<file path="config.mk">
export PLATFORM = sky130hd
export DESIGN_NAME = mems_scan_ctrl
export DESIGN_NICKNAME = d
export VERILOG_FILES = /design/src/rtl/mems_scan_pkg.sv /design/src/rtl/mems_axis_ramp.sv /design/src/rtl/mems_scan_ctrl.sv
export SDC_FILE = /design/constraint.sdc
export NUM_CORES = 1
export LEC_CHECK = 0
export CAP_MARGIN = 20
export CORE_AREA = 2 2 89 91
export CTS_BUF_LIST = sky130_fd_sc_hd__clkbuf_4
export CTS_CLUSTER_DIAMETER = 30
export DETAILED_ROUTE_END_ITERATION = 10
export DIE_AREA = 0 0 91 93
export PLACE_DENSITY = 0.82
export SLEW_MARGIN = 20
export SYNTH_ARGS = -nofsm -noshare
export SYNTH_HDL_FRONTEND = slang
export SYNTH_SLANG_ARGS = --single-unit
</file>
<file path="constraint.sdc">
create_clock -name clk -period 2.9 [get_ports clk]
set_input_delay 0.87 -clock clk [delete_from_list [all_inputs] [get_ports clk]]
set_output_delay 0.87 -clock clk [all_outputs]
set_load 0.05 [all_outputs]
</file>
<file path="src/rtl/mems_scan_pkg.sv">
// Shared types and DAC frame helpers for the MEMS mirror scan controller.
package mems_scan_pkg;

   typedef enum logic [2:0] {
      ST_IDLE,
      ST_INIT_RST,
      ST_INIT_LDAC,
      ST_PT_WAIT,
      ST_PT_CALC,
      ST_CH_SEND
   } state_t;

   localparam logic [2:0]  CMD_SWRST  = 3'b101;
   localparam logic [2:0]  CMD_LDAC   = 3'b110;
   localparam logic [2:0]  CMD_WR     = 3'b000;
   localparam logic [2:0]  CMD_WRUPD  = 3'b010;

   localparam logic [15:0] SWRST_CODE = 16'h0001;
   localparam logic [15:0] LDAC_CODE  = 16'h000F;

   // 24-bit DAC word: two pad bits, command, channel address, 16-bit code
   function automatic logic [23:0] pack_frame(input logic [2:0]  cmd,
                                              input logic [2:0]  addr,
                                              input logic [15:0] code);
      return {2'b00, cmd, addr, code};
   endfunction

endpackage

</file>
<file path="src/rtl/mems_axis_ramp.sv">
// One scan axis: position register stepping between LO and HI, sawtooth or triangle.
module mems_axis_ramp #(
   parameter int DATA_W   = 8,
   parameter int LO       = 62,
   parameter int HI       = 122,
   parameter int STEP     = 1,
   parameter int TRIANGLE = 0
) (
   input  logic              clk,
   input  logic              rst_n,
   input  logic              load,
   input  logic              step_en,
   output logic [DATA_W-1:0] pos,
   output logic [DATA_W-1:0] pos_c,
   output logic              wrap
);

   if (LO >= HI || STEP == 0 || STEP > HI - LO || HI >= (1 << DATA_W)) begin : g_bad_limits
      $error("mems_axis_ramp: illegal LO/HI/STEP combination");
   end

   localparam logic [DATA_W:0]   LO_X   = (DATA_W+1)'(LO);
   localparam logic [DATA_W:0]   HI_X   = (DATA_W+1)'(HI);
   localparam logic [DATA_W:0]   STEP_X = (DATA_W+1)'(STEP);
   localparam logic [DATA_W-1:0] LO_D   = DATA_W'(LO);
   localparam logic [DATA_W-1:0] HI_D   = DATA_W'(HI);
   localparam logic [DATA_W-1:0] STEP_D = DATA_W'(STEP);

   logic [DATA_W-1:0] pos_q, pos_nxt;
   logic              dir_dn_q, dir_dn_nxt;
   logic              at_end;
   logic [DATA_W:0]   up_sum;
   logic [DATA_W:0]   csum;

   assign up_sum = {1'b0, pos_q} + STEP_X;

   // Next position; a triangle turns on the point that reaches (or would pass) a limit,
   // so each limit is emitted exactly once per sweep
   always_comb begin
      pos_nxt    = up_sum[DATA_W-1:0];
      dir_dn_nxt = dir_dn_q;
      at_end     = 1'b0;
      if (TRIANGLE == 0) begin
         if (up_sum > HI_X) begin
            pos_nxt = LO_D;
            at_end  = 1'b1;
         end
      end else if (!dir_dn_q) begin
         if (up_sum >= HI_X) begin
            pos_nxt    = HI_D;
            dir_dn_nxt = 1'b1;
            at_end     = 1'b1;
         end
      end else begin
         if ({1'b0, pos_q} <= LO_X + STEP_X) begin
            pos_nxt    = LO_D;
            dir_dn_nxt = 1'b0;
            at_end     = 1'b1;
         end else begin
            pos_nxt    = pos_q - STEP_D;
         end
      end
   end

   // Position/direction state, reloaded to LO/up on every DAC init
   always_ff @(posedge clk or negedge rst_n) begin
      if (!rst_n) begin
         pos_q    <= LO_D;
         dir_dn_q <= 1'b0;
      end else if (load) begin
         pos_q    <= LO_D;
         dir_dn_q <= 1'b0;
      end else if (step_en) begin
         pos_q    <= pos_nxt;
         dir_dn_q <= dir_dn_nxt;
      end
   end

   // Present the post-step value during a step so the caller latches it the same cycle
   assign pos   = step_en ? pos_nxt : pos_q;
   assign wrap  = step_en & at_end;
   assign csum  = LO_X + HI_X - {1'b0, pos};
   assign pos_c = csum[DATA_W-1:0];

endmodule

</file>
<file path="src/rtl/mems_scan_ctrl.sv">
// MEMS mirror scan controller: DAC init, per-point differential ramp codes, SPI framing.
module mems_scan_ctrl
   import mems_scan_pkg::*;
#(
   parameter int NUM_AXES  = 2,
   parameter int DATA_W    = 8,
   parameter int FAST_LO   = 62,
   parameter int FAST_HI   = 122,
   parameter int SLOW_LO   = 62,
   parameter int SLOW_HI   = 122,
   parameter int FAST_STEP = 1,
   parameter int SLOW_STEP = 1,
   parameter int TRIANGLE  = 0,
   parameter int POINT_CYC = 0
) (
   input  logic        clk,
   input  logic        rst_n,
   input  logic        mems_soft_reset,
   input  logic        stop,
   input  logic        pause,
   input  logic        mems_SPI_busy,
   input  logic        new_line_FIFO_done,
   input  logic        new_frame_FIFO_done,
   output logic        mems_SPI_start,
   output logic [23:0] data_miso,
   output logic        new_line,
   output logic        new_frame,
   output logic        scanning
);

   if (NUM_AXES < 1 || NUM_AXES > 2 || DATA_W < 1 || DATA_W > 16) begin : g_bad_params
      $error("mems_scan_ctrl: NUM_AXES must be 1..2 and DATA_W 1..16");
   end

   localparam int               NCH     = 2 * NUM_AXES;
   localparam logic [2:0]       LAST_CH = 3'(NCH - 1);
   localparam int               CNT_W   = $clog2(POINT_CYC + 2);
   localparam logic [CNT_W-1:0] CNT_MIN = CNT_W'(POINT_CYC);

   function automatic logic [15:0] left_justify(input logic [DATA_W-1:0] c);
      return 16'(c) << (16 - DATA_W);
   endfunction

   state_t            state;
   logic [2:0]        ch;
   logic [CNT_W-1:0]  cnt;
   logic              first;
   logic [DATA_W-1:0] code_q [4];

   logic              calc, load, can_start;
   logic              fast_step_en, fast_wrap, slow_wrap, frame_end, line_set;
   logic [DATA_W-1:0] fast_pos, fast_pos_c, slow_pos, slow_pos_c;

   assign calc         = (state == ST_PT_CALC);
   assign load         = (state == ST_IDLE) & mems_soft_reset;
   assign fast_step_en = calc & ~first;
   // Busy rises one cycle after start, so a start in the previous cycle also blocks
   assign can_start    = ~mems_SPI_busy & ~mems_SPI_start;

   mems_axis_ramp #(
      .DATA_W(DATA_W), .LO(FAST_LO), .HI(FAST_HI), .STEP(FAST_STEP), .TRIANGLE(TRIANGLE)
   ) u_fast (
      .clk(clk), .rst_n(rst_n), .load(load), .step_en(fast_step_en),
      .pos(fast_pos), .pos_c(fast_pos_c), .wrap(fast_wrap)
   );

   if (NUM_AXES == 2) begin : g_slow
      mems_axis_ramp #(
         .DATA_W(DATA_W), .LO(SLOW_LO), .HI(SLOW_HI), .STEP(SLOW_STEP), .TRIANGLE(TRIANGLE)
      ) u_slow (
         .clk(clk), .rst_n(rst_n), .load(load), .step_en(fast_wrap),
         .pos(slow_pos), .pos_c(slow_pos_c), .wrap(slow_wrap)
      );
   end else begin : g_no_slow
      assign slow_pos   = DATA_W'(SLOW_LO);
      assign slow_pos_c = DATA_W'(SLOW_HI);
      assign slow_wrap  = 1'b0;
   end

   // A frame end reports only new_frame; a plain line end reports new_line
   assign frame_end = (NUM_AXES == 2) ? slow_wrap : fast_wrap;
   assign line_set  = fast_wrap & ~frame_end;

   // Main sequencer: init frames, point pacing, channel streaming and boundary flags
   always_ff @(posedge clk or negedge rst_n) begin
      if (!rst_n) begin
         state          <= ST_IDLE;
         mems_SPI_start <= 1'b0;
         data_miso      <= '0;
         new_line       <= 1'b0;
         new_frame      <= 1'b0;
         scanning       <= 1'b0;
         ch             <= '0;
         cnt            <= '0;
         first          <= 1'b0;
         for (int i = 0; i < 4; i++) code_q[i] <= '0;
      end else begin
         mems_SPI_start <= 1'b0;
         new_line       <= line_set  | (new_line  & ~new_line_FIFO_done);
         new_frame      <= frame_end | (new_frame & ~new_frame_FIFO_done);
         if (calc)
            cnt <= CNT_W'(1);
         else if (cnt < CNT_MIN)
            cnt <= cnt + 1'b1;

         case (state)
            ST_IDLE: begin
               if (mems_soft_reset) state <= ST_INIT_RST;
            end
            ST_INIT_RST: begin
               if (can_start) begin
                  mems_SPI_start <= 1'b1;
                  data_miso      <= pack_frame(CMD_SWRST, 3'd0, SWRST_CODE);
                  state          <= ST_INIT_LDAC;
               end
            end
            ST_INIT_LDAC: begin
               if (can_start) begin
                  mems_SPI_start <= 1'b1;
                  data_miso      <= pack_frame(CMD_LDAC, 3'd0, LDAC_CODE);
                  state          <= ST_PT_WAIT;
                  scanning       <= 1'b1;
                  first          <= 1'b1;
                  cnt            <= CNT_MIN;
               end
            end
            ST_PT_WAIT: begin
               if (!pause && cnt >= CNT_MIN) state <= ST_PT_CALC;
            end
            ST_PT_CALC: begin
               code_q[0] <= fast_pos;
               code_q[1] <= fast_pos_c;
               code_q[2] <= slow_pos;
               code_q[3] <= slow_pos_c;
               first     <= 1'b0;
               ch        <= '0;
               state     <= ST_CH_SEND;
            end
            ST_CH_SEND: begin
               if (can_start) begin
                  mems_SPI_start <= 1'b1;
                  data_miso      <= pack_frame((ch == LAST_CH) ? CMD_WRUPD : CMD_WR, ch,
                                               left_justify(code_q[ch[1:0]]));
                  if (ch == LAST_CH) begin
                     if (stop) begin
                        state    <= ST_IDLE;
                        scanning <= 1'b0;
                     end else begin
                        state    <= ST_PT_WAIT;
                     end
                  end else begin
                     ch <= ch + 3'd1;
                  end
               end
            end
            default: state <= ST_IDLE;
         endcase
      end
   end

endmodule
</file>
==> flow_metrics.tcl <==
set metrics [dict create \
    grt_usage 0.2263 \
    final_cell_mix "68 x nand2_1, 62 x dfrtp_1, 40 x buf_4" \
    grt_pass1_vias 3179 \
    core_area_sq_mm 0.007527 \
    num_vias 3203 \
    dp_hpwl_microns 6439 \
    syn_avg_cell_area_sq_um 9.705 \
    min_period_over_period 0.9964 \
    slew_headroom 0.6235 \
    synthCells 406 \
    synth_simple_gate_area_frac 0.1762 \
    post-place-ws_ns -0.03974 \
    synth_top_family_by_area "compound AO/OA/AOI/OAI gates" \
    grt_pass1_wl_microns 15370 \
    ys_warn_count 0 \
    cp_cell_sequence "inv_2 -> ha_4 -> o21bai_1 -> and3b_2 -> o311ai_4 -> a21oi_4 -> or3_4 -> mux2_4 -> ha_4 -> o31ai_2 -> nand4_1 -> xnor2_1 -> o21ai_1" \
    dr.pass1.iters 4 \
    diodes 0 \
    place.gp.congestion 0.8506 \
    htreeDepth 3 \
    synth-compound-area-share 0.1845 \
    grt_antenna_before_repair 0 \
    hold_class "in -> async" \
    area_delta_synth_final_pct 21.28 \
    endpoint_kind "register" \
    wl_per_cell_microns 15.66 \
    clockBufferDepth 2 \
    tightest_slew_ns 0.5647 \
    p_total_w 0.004206 \
    layout_setup_ws_ns 0.01057 \
    die_area_sq_mm 0.008463 \
    worst-path-max-fanout 4 \
    cts_tree "yes" \
    synth_edf_count 0 \
    synth_xor_area_frac 0.02890 \
    finalSetupTns_ns 0 \
    clk_pin_slew_ns 0.13 \
    cp_data_required_time_ns 3.18 \
    ioPinCount 36 \
    drv_cap 0 \
    netlist_area_sq_mm 0.003940 \
    cts.sinks 72 \
    synthAdderAreaFrac 0.02223 \
    grt_max_degree 61 \
    p_leak_nw 2.084 \
    cts_hold_buf 0 \
    clock_skew_ns 0.02132 \
    synth_flop_cell "dfrtp_1" \
    p_per_area_mw_per_mm2 880.1 \
    yosysUniqueCellTypes 63 \
    stdcell_count 566 \
    io_buffer_count 29 \
    async_reset_ff_frac 1.000 \
    die_w_microns 91 \
    period_needed_ns 2.889 \
    cpMostUsedCell "ha_4" \
    ir_drop_mv 0.2818 \
    rows 32 \
    drcViolationCount 0 \
    timing.hold.ws_ns 0.3748 \
    synth-seq-cells 72 \
    wl_microns 8865 \
    critPathLaunchType "register" \
    final_common_cell "nand2_1" \
    clk_latency_ns 0.42 \
    place_inst 545 \
    critPathTopFamily "simple AND/OR/NAND/NOR gates" \
    finalHoldViolations 0 \
    max_freq_mhz 346.1 \
    die_h_microns 93 \
    grt_overflow_total 0 \
    root_buffer "clkbuf_4" \
    rsz0062_at_grt "true" \
    cpPeakStageDelay_ns 0.56 \
    drt_iter0_markers 173 \
    path_class "reg -> reg" \
    avgViaCountPerCell 5.659 \
    status "completed" \
    initial_utilization 0.5234 \
    ant_nets 0 \
    ys_seq_area_frac 0.4605 \
    final_nets 474 \
    synthMuxAreaShare 0.07209 \
    cts-buffers-inserted 9 \
    drv_slew 0 \
    crit_path_top_delay_cell "dfstp_2" \
    crit_arrival_ns 3.17 \
    path_buf_inv 1 \
    setup_violations 0 \
    drive_gt1_frac 0.2522 \
]
[what timing repair did]
item,CTS,global route
buffers inserted,1,4
pin swaps,9,11
resized for setup,4,7
setup endpoints to repair,1,8
hold endpoints to repair,0,0
[final cells by class]
type                       count  area, sq um
multi-input combinational    295         2027
timing repair buffer          70        605.6
sequential                    72         1814
clock buffer                   9        67.56
tap                          102        127.6
inverter                      11        41.29
clock inverter                 7        95.09
fill                         640         2749
[power breakdown]
part / internal [W] / switching, W
combinational: 0.000747 / 0.00108
sequential: 0.00136 / 0.000290
clock: 0.000351 / 0.000375
total: 0.00246 / 0.00174
[synth_stat cells, types with 3 or more instances]
| library cell | number | area, sq um |
|---|---|---|
| nand2_1 | 68 | 255.2 |
| dfrtp_1 | 62 | 1551 |
| o21ai_0 | 35 | 175.2 |
| nor2_1 | 22 | 82.58 |
| a21oi_1 | 14 | 70.07 |
| clkbuf_1 | 14 | 52.55 |
| o21ai_1 | 12 | 60.06 |
| buf_4 | 11 | 82.58 |
| dfstp_2 | 10 | 262.8 |
| inv_1 | 10 | 37.54 |
| a22o_1 | 9 | 78.83 |
| xnor2_1 | 8 | 70.07 |
| buf_2 | 7 | 35.03 |
| ha_1 | 7 | 87.58 |
| mux2i_1 | 7 | 70.07 |
| mux4_2 | 7 | 157.7 |
| nand3_1 | 7 | 35.03 |
| or3_1 | 7 | 43.79 |
| nor3_1 | 6 | 30.03 |
| and3_1 | 5 | 31.28 |
| mux2_2 | 5 | 56.30 |
| xor2_1 | 5 | 43.79 |
| a31oi_1 | 4 | 25.02 |
| nand4_1 | 4 | 25.02 |
| nor2b_1 | 4 | 25.02 |
| o22ai_1 | 4 | 25.02 |
| nand2b_1 | 3 | 18.77 |
| o211ai_1 | 3 | 22.52 |
| o31ai_1 | 3 | 22.52 |
| or2_2 | 3 | 18.77 |
[worst paths after layout]
kind / cells after the start / slack, ns / from / endpoint
setup / recovery: 13 / 0.01 / g_slow.u_slow.pos_q[1]$_DFF_PN1_ / code_q[6]$_DFFE_PN0P_
hold / removal: 1 / 0.37 / rst_n / data_miso[3]$_DFFE_PN0P_
setup reg to reg: 13 / 0.01 / g_slow.u_slow.pos_q[1]$_DFF_PN1_ / code_q[6]$_DFFE_PN0P_
hold reg to reg: 2 / 0.49 / code_q[3]$_DFFE_PN0P_ / code_q[3]$_DFFE_PN0P_
max in group asynchronous: 2 / 1.83 / rst_n / g_slow.u_slow.pos_q[3]$_DFF_PN1_
min in group clk: 2 / 0.49 / code_q[3]$_DFFE_PN0P_ / code_q[3]$_DFFE_PN0P_
[layer usage]
metal,part of all wire,GRT usage,up-vias
met2,0.49,0.3747,83
met4,0.017,0.06818,0
met5,0,0,-
met1,0.45,0.3022,1575
met3,0.043,0.04754,14
li1,-,-,1531
[cell families (layout without fill, tap and decap cells)]
family | count (synthesis) | count (layout)
compound gates | 106 | 106
fa+ha+maj | 7 | 7
xor+xnor | 13 | 13
other cells | 1 | 6
mux | 19 | 19
buf+inv | 44 | 97
flops | 72 | 72
simple gates | 144 | 144
[state kept, by name (all words and copies together) (netlist names)]
register,count
ch,3
first,1
state,3
data_miso,15
g_slow.u_slow.pos_q,8
code_q,30
new_line,1
scanning,1
u_fast.pos_q,8
new_frame,1
mems_SPI_start,1
[per-stage QoR]
step	util	instance area [sq um]
2_1_floorplan	-	4001
5_1_grt	0.6348	4778
3_5_place_dp	0.6004	4519
3_3_place_gp	0.6004	4519
4_1_cts	0.6268	4718
6_report	0.6348	4778
Note: power is estimated with default switching activity, not from simulation.
